[config.mk]
export PLATFORM = sky130hd
export DESIGN_NAME = dm_port_arbiter
export DESIGN_NICKNAME = d
export VERILOG_FILES = /design/src/rtl/dm_port_arbiter.sv
export SDC_FILE = /design/constraint.sdc
export NUM_CORES = 1
export LEC_CHECK = 0
export ABC_AREA = 1
export BUFFER_PORTS_ARGS = -buffer_cell sky130_fd_sc_hd__buf_2
export CORE_MARGIN = 2
export CORE_UTILIZATION = 34
export CTS_BUF_LIST = sky130_fd_sc_hd__clkbuf_2 sky130_fd_sc_hd__clkbuf_4 sky130_fd_sc_hd__clkbuf_8
export CTS_CLUSTER_SIZE = 20
export DETAILED_ROUTE_END_ITERATION = 10
export PLACE_DENSITY = 0.9
export SETUP_SLACK_MARGIN = 0.3
export SLEW_MARGIN = 0
export SYNTH_ARGS = -nofsm -noshare
export SYNTH_HDL_FRONTEND = slang
export SYNTH_SLANG_ARGS = --single-unit
[constraint.sdc]
create_clock -name clk -period 2.6 [get_ports clk]
set_clock_uncertainty 0.15 [all_clocks]
set_input_delay 0.52 -clock clk [delete_from_list [all_inputs] [get_ports clk]]
set_output_delay 0.52 -clock clk [all_outputs]
set_load 0.005 [all_outputs]
[src/rtl/dm_port_arbiter.sv]
// dm_port_arbiter
// ---------------
// Shares one single-port data memory between two masters.
//   Port A : pipeline MEM stage, fixed priority.
//   Port B : secondary master (loader / debug DMA). It is forced ahead of A
//            once it has been denied STARVE_LIMIT consecutive cycles.
// The DM has a one-cycle read latency. A small tracker remembers who issued
// each read, so the returning data is flagged valid on the right port.
//
// Ports
//   clk, rst                          clock, synchronous active-high reset
//   a_req/a_we/a_addr/a_wdata         port A request
//   a_gnt, a_stall                    port A grant, pipeline hold
//   a_rvalid, a_rdata                 port A read return
//   b_req/b_we/b_addr/b_wdata         port B request
//   b_gnt                             port B grant
//   b_rvalid, b_rdata                 port B read return
//   b_err                             port B blocked-write pulse
//   dm_addr/dm_re/dm_we/dm_in         DM command
//   dm_out                            DM read data, valid the cycle after dm_re
//
// Optional build macro: DM_ARB_PROTECT_EN
//   Defined   : port B writes at or above PROT_BASE are granted but never
//               reach DM, and b_err pulses the cycle after the grant.
//   Undefined : no address compare, b_err tied 0.
module dm_port_arbiter #(
  parameter int              AW           = 16,
  parameter int              DW           = 16,
  parameter int              STARVE_LIMIT = 4,
  parameter logic [AW-1:0]   PROT_BASE    = AW'('hF000)
) (
  input  logic          clk,
  input  logic          rst,
  input  logic          a_req,
  input  logic          a_we,
  input  logic [AW-1:0] a_addr,
  input  logic [DW-1:0] a_wdata,
  output logic          a_gnt,
  output logic          a_stall,
  output logic          a_rvalid,
  output logic [DW-1:0] a_rdata,
  input  logic          b_req,
  input  logic          b_we,
  input  logic [AW-1:0] b_addr,
  input  logic [DW-1:0] b_wdata,
  output logic          b_gnt,
  output logic          b_rvalid,
  output logic [DW-1:0] b_rdata,
  output logic          b_err,
  output logic [AW-1:0] dm_addr,
  output logic          dm_re,
  output logic          dm_we,
  output logic [DW-1:0] dm_in,
  input  logic [DW-1:0] dm_out
);

  localparam logic [3:0] LIMIT = 4'(STARVE_LIMIT);

  logic [3:0] starveCnt_q, starveCnt_d;
  logic       rdPend_q, rdOwner_q;
  logic       forceB;
  logic       bBlock;

  // B wins exactly once when its wait counter reaches the limit; otherwise A
  // keeps fixed priority. At most one grant can be high.
  assign forceB  = (starveCnt_q == LIMIT);
  assign a_gnt   = a_req & ~(forceB & b_req);
  assign b_gnt   = b_req & (~a_req | forceB);
  assign a_stall = a_req & ~a_gnt;

`ifdef DM_ARB_PROTECT_EN
  // A blocked B write still completes its handshake; only the DM strobe is
  // suppressed so the requester never hangs waiting for a grant.
  logic bErr_q;

  assign bBlock = b_gnt & b_we & (b_addr >= PROT_BASE);
  assign b_err  = bErr_q;

  always_ff @(posedge clk) begin
    if (rst) begin
      bErr_q <= 1'b0;
    end else begin
      bErr_q <= bBlock;
    end
  end
`else
  // Without protection every granted write reaches DM. PROT_BASE is folded
  // into a sink so the parameter list stays identical between builds.
  logic unusedProtBase;

  assign unusedProtBase = ^PROT_BASE;
  assign bBlock         = 1'b0;
  assign b_err          = 1'b0;
`endif

  // DM command mux: the granted port drives address, data and strobes; with
  // no grant everything is driven to zero so DM sees a clean idle bus.
  always_comb begin
    dm_addr = '0;
    dm_in   = '0;
    dm_re   = 1'b0;
    dm_we   = 1'b0;
    if (a_gnt) begin
      dm_addr = a_addr;
      dm_in   = a_wdata;
      dm_re   = ~a_we;
      dm_we   = a_we;
    end else if (b_gnt) begin
      dm_addr = b_addr;
      dm_in   = b_wdata;
      dm_re   = ~b_we;
      dm_we   = b_we & ~bBlock;
    end
  end

  // Starvation counter: counts consecutive cycles B is waiting and clears the
  // moment B is served or withdraws. Saturation keeps it from wrapping past
  // the limit even if B were somehow still denied there.
  always_comb begin
    starveCnt_d = 4'd0;
    if (b_req & ~b_gnt) begin
      starveCnt_d = (starveCnt_q == LIMIT) ? starveCnt_q : starveCnt_q + 4'd1;
    end
  end

  // State registers: starvation count plus the read-return tracker. The
  // tracker samples dm_re and the owner each edge; reset drops any read
  // granted in the reset cycle so no stray rvalid follows.
  always_ff @(posedge clk) begin
    if (rst) begin
      starveCnt_q <= 4'd0;
      rdPend_q    <= 1'b0;
      rdOwner_q   <= 1'b0;
    end else begin
      starveCnt_q <= starveCnt_d;
      rdPend_q    <= dm_re;
      rdOwner_q   <= b_gnt;
    end
  end

  // Read data is shared and unqualified; rvalid steers it to the owner.
  assign a_rvalid = rdPend_q & ~rdOwner_q;
  assign b_rvalid = rdPend_q & rdOwner_q;
  assign a_rdata  = dm_out;
  assign b_rdata  = dm_out;

endmodule
==> impl_metrics.toml, run 1 <==
[clock_network]
cts_inserted_buffers = 3
root_buffer = "clkbuf_4"
clock_latency_ns = 0.25
cts_tree = "done"
cts.sinks = 6
clk_pin_slew_worst_paths_ns = 0.04
htreeDepth = 1
hold_buffers = 0
cts_buffer_depth = 2

[placed_design]
dpl_worst_slack_ns = 0.317
port_buffers = 108
place_congestion = 0.777
placed_cells = 293
hpwl_um = 2440

[global_route]
grt_max_degree = 18
grt_pass1_wl_um = 4540
track_usage_pct = 16.3
grt-ovfl-total = 0
antenna_found_initial = 0
grt_pass1_vias = 1114

[critical_path]
worstPathMaxFanout = 8
required_ns = 1.93
cpPeakStageDelay_ns = 0.32
cp-start-kind = "flip-flop"
criticalPathCategory = "flip-flop to output pin"
r2r_cells = 7
cpMaxStageDelayCell = "dfxtp_2"
critPathCaptureType = "output pin"
cpMostUsedCell = "nand2_1"
cp_cell_sequence = "inv_2 -> ha_4 -> nand4_1 -> nand2_4 -> clkinvlp_4 -> nand2_1 -> nand2_1 -> buf_2"
cp.arrival_ns = 1.60

[logic_synthesis]
synth_area_leaders = "nand2_1, buf_4, nand2_2"
synth_seq_cells = 6
synth_top_flop_cell = "dfxtp_1"
syn_avg_cell_area_um2 = 6.14
synth_top_area_share_pct = 24.5
async_flop_share_pct = 0
postSynthCellCount = 180
synth_edf_count = 0
netlist_area_um2 = 1100
ys_seq_area_share_pct = 10.9
synth_nets = 268
ys_types = 20
synth_largest_area_cell = "nand2_1"
yosys_warnings = 0

[finish]
num_antenna_cells = 0
multiInputGateArea_um2 = 628
drive_above_1_share_pct = 61.7
area_delta_synth_final_pct = 38.3
fillers = 321
instances_no_fill = 305
final_common_cell = "buf_2"
mostFrequentLayoutCells = "buf_2, nand2_1, nand2_2, inv_1, nor2_1"
seq_area_um2 = 123
fin_nets = 351
post-route-util_pct = 49.6

[sta]
tns_ns = 0
drv_slew = 0
finalSetupViolations = 0
period_minus_slack_ns = 2.27
rsz0062_at_grt = "true"
setup_ws_ns = 0.332
hold_violations = 0
min_period_over_period_pct = 87.2
fmax_mhz = 441

[routing]
wl_per_cell_um = 11.2
dr.first_iter.drc_count = 26
vias_per_cell = 4.34
vias = 1325
ant_nets = 0
wl_um = 3400
drt_first_pass_iters = 4
drc = 0

[floorplanning]
die-area_um2 = 3720
initial_core_util_pct = 35.9
core_area_um2 = 3080
ioPinCount = 158
die_h_um = 61.0
rows = 20
die_w_um = 61.0

[pwr]
pwr_density_cell_nw_per_um2 = 247
ir_drop_uv = 191
p_leak_nw = 0.969

[min_path]
min_path_cells = 1
hold_class = "flip-flop to flip-flop"

[run]
cap_viol_max_count = 0

[outcome]
status = "complete, no violations"
==> final timing paths <==
kind                               start                           to  slack (ns)
max          starveCnt_q[1]$_SDFFE_PP0P_                   dm_addr[2]        0.33
min          starveCnt_q[0]$_SDFFE_PP0P_  starveCnt_q[0]$_SDFFE_PP0P_        0.29
max reg2reg  starveCnt_q[1]$_SDFFE_PP0P_          rdPend_q$_SDFF_PP0_        1.17
min reg2reg  starveCnt_q[0]$_SDFFE_PP0P_  starveCnt_q[0]$_SDFFE_PP0P_        0.29
==> per-stage QoR <==
stage          hold slack [ns]  power [mW]  cell area (µm²)
2_1_floorplan            0.280       0.224             1100
6_report                 0.288       0.377             1530
4_1_cts                  0.276       0.376             1500
5_1_grt                  0.296       0.414             1530
3_5_place_dp             0.302       0.271             1360
3_3_place_gp             0.293       0.268             1360
==> layout make-up <==
class                      instances  area share [%]
inverter                          11            4.34
clock buffer                       3            1.47
timing repair inverter             3            2.29
timing repair buffer             114            39.1
multi-input combinational        124            41.1
sequential                         6            8.03
tap                               44            3.60
==> state kept, by name, summed over array words and instances, names as in the netlist <==
register,cells
starveCnt_q,4
rdPend_q,1
rdOwner_q,1
==> where the power goes <==
part	total, mW	leakage, nW	internal (mW)	switching (mW)
combinational	0.193	0.906	0.0967	0.0965
clock	0.0874	0.0138	0.0523	0.0351
sequential	0.0963	0.0498	0.0948	0.00147
total	0.377	0.969	0.244	0.133
==> worst max-delay path: cells and delay by family, from the launching register on <==
kind          cells  cell delay, ns
flops             1            0.32
buf+inv           3            0.39
fa+ha+maj         1            0.14
simple gates      4            0.50
==> timing repair <==
item                       in CTS  in global routing
gates cloned                    3                  0
setup buffers                   5                  1
setup endpoints to repair      35                 35
pin swaps                       4                 11
gates resized for setup        11                  9
==> per-layer routing <==
metal | vias up | share of wire, % | global-route usage, %
li1 | 672 | - | -
met1 | 558 | 35 | 17.2
met3 | 5 | 10 | 4.05
met2 | 90 | 54 | 33.0
met5 | - | 0 | 0
met4 | 0 | 0.82 | 1.55
==> cell usage after synthesis, types with 2 or more instances <==
library cell / count
nand2_1: 72
nand3_1: 3
buf_6: 3
buf_4: 33
buf_12: 3
inv_1: 9
a21oi_1: 2
nand2_2: 30
nor2_1: 6
nand4_1: 3
ha_1: 2
dfxtp_1: 6
==> logic make-up (layout without fill, tap and decap cells) <==
| logic type | after synthesis | after routing | synth area share (%) |
|---|---|---|---|
| buffers and inverters | 50 | 131 | 35.1 |
| other | 1 | 1 | 0.339 |
| adder cells (fa/ha/maj) | 2 | 2 | 2.26 |
| AND/OR/NAND/NOR | 116 | 116 | 48.5 |
| AO/OA/AOI/OAI | 3 | 3 | 1.36 |
| XOR/XNOR | 2 | 2 | 1.59 |
| flip-flops | 6 | 6 | 10.9 |
No activity file was read; power rests on OpenSTA's default activity.
==> inputs of run 2 (changes only) <==
- RECOVER_POWER: unset -> 50
==> impl_metrics.toml, run 2 (synthesis gave the netlist of run 1 again) <==
[outcome]
status = "complete, no violations"

[pwr]
p_total_mw = 0.376
seq_power_share_pct = 25.5
sw_frac_of_total_pct = 35.3
pwr_density_cell_nw_per_um2 = 248
p_leak_nw = 0.969
ir_drop_uv = 190
intPower_mw = 0.243
p_comb_share_pct = 51.2
switching_power_mw = 0.133
clockPowerShare_pct = 23.3

[clock_network]
cts_buffer_depth = 2
htreeDepth = 1
root_buffer = "clkbuf_4"
cts_inserted_buffers = 3
hold_buffers = 0
clk_pin_slew_worst_paths_ns = 0.05
clock_latency_ns = 0.25
cts_tree = "done"
cts.sinks = 6

[routing]
wl_per_cell_um = 11.1
drt_first_pass_iters = 4
vias = 1319
vias_per_cell = 4.32
ant_nets = 0
dr.first_iter.drc_count = 27
drc = 0
wl_um = 3370

[run]
cap_viol_max_count = 0

[placed_design]
hpwl_um = 2440
placed_cells = 293
port_buffers = 108
place_congestion = 0.777

[global_route]
track_usage_pct = 16.3
grt_util_met3_pct = 4.05
grt_pass1_wl_um = 4540
antenna_found_initial = 0
grt-ovfl-total = 0
grt_max_degree = 18
met2_usage_pct = 33.0
use_met1_pct = 17.2
busiest_layer = "met2"
grt_pass1_vias = 1114

[critical_path]
required_ns = 1.93
r2r_end = "rdPend_q$_SDFF_PP0_"
cp.arrival_ns = 1.69
cp-start-kind = "flip-flop"
worstPathMaxFanout = 17
criticalPathCategory = "flip-flop to output pin"
r2r_cells = 7
critPathCaptureType = "output pin"
r2r_slack_ns = 1.15
reg2reg_from = "starveCnt_q[0]$_SDFFE_PP0P_"

[min_path]
hold_start = "rst"
min_path_cells = 2
min_to = "rdPend_q$_SDFF_PP0_"
hold_class = "primary input to flip-flop"

[floorplanning]
die_h_um = 61.0
ioPinCount = 158
die_w_um = 61.0
core_area_um2 = 3080
die-area_um2 = 3720
rows = 20
initial_core_util_pct = 35.9

[sta]
hold_slack_ns = 0.308
drv_slew = 0
finalSetupViolations = 0
min_period_over_period_pct = 90.9
period_minus_slack_ns = 2.36
tns_ns = 0
rsz0062_at_grt = "true"
hold_violations = 0
fmax_mhz = 423

[finish]
area_delta_synth_final_pct = 37.5
instances_no_fill = 305
top_regs = "starveCnt_q (4), rdOwner_q (1), rdPend_q (1)"
mostFrequentLayoutCells = "buf_2, nand2_1, nand2_2, inv_1, nor2_1"
largest_reg_flops = 4
drive_above_1_share_pct = 60.2
num_antenna_cells = 0
top_register = "starveCnt_q"
final_common_cell = "buf_2"
fin_nets = 351
## run 2: changes by cell type in the layout (fill, tap and decap cells not counted), sizes merged
cell    before  now
clkbuf       3    4
buf        114  113
## run 2: through the flow
stage | util (%) | setup slack [ns] | area [µm²]
floorplan | - | 0.756 | 1100
global placement | 44.1 | 0.369 | 1360
detailed placement | 44.1 | 0.317 | 1360
CTS | 48.6 | 0.304 | 1500
global route | 49.3 | 0.128 | 1520
finish | 49.3 | 0.237 | 1520
## run 2: critical path, cell delays in order, from the launching register on
cell and delay [ns]:
dfxtp_1 0.36, inv_1 0.08, ha_4 0.16, nand3_1 0.13, nand2_1 0.16, nand2_8 0.15
clkinv_8 0.12, nand2_1 0.11, nand2_1 0.05, buf_2 0.12
## run 2: area by class of cell
class,instances,area [µm²]
timing repair buffer,114,598
timing repair inverter,3,35.0
multi-input combinational,124,621
tap,44,55.1
sequential,6,121
fill,324,1560
clock buffer,3,22.5
inverter,11,66.3
## run 2: per-layer routing
metal,wire length [µm],up-vias
met3,326,7
met4,36,0
li1,-,671
met5,0,-
met1,1200,559
met2,1810,82
## run 2: worst max-delay path by stage
stage                                            from          end  slack (ns)  cells past startpoint
after detailed placement                        b_req    dm_in[12]        0.32                      7
after global placement    starveCnt_q[0]$_SDFFE_PP0P_    dm_in[13]        0.37                      9
final                     starveCnt_q[0]$_SDFFE_PP0P_    dm_in[13]        0.24                      9
after floorplan           starveCnt_q[0]$_SDFFE_PP0P_    dm_in[10]        0.76                      9
after CTS                 starveCnt_q[0]$_SDFFE_PP0P_  dm_addr[13]        0.30                      8
after global routing      starveCnt_q[0]$_SDFFE_PP0P_    dm_in[13]        0.13                      9
## run 2: power groups by stage
stage	combinational (mW)	sequential, mW	clock, mW
global route	0.217	0.0961	0.0998
floorplan	0.126	0.0975	0
CTS	0.192	0.0961	0.0882
finish	0.192	0.0960	0.0876
global placement	0.170	0.0977	0
detailed placement	0.173	0.0977	0
## run 2: timing repair
action,4_1_cts,5_1_grt
gates resized for setup,11,9
pin swaps,4,11
setup buffers,5,1
cloned,3,0
setup endpoints to repair,35,35
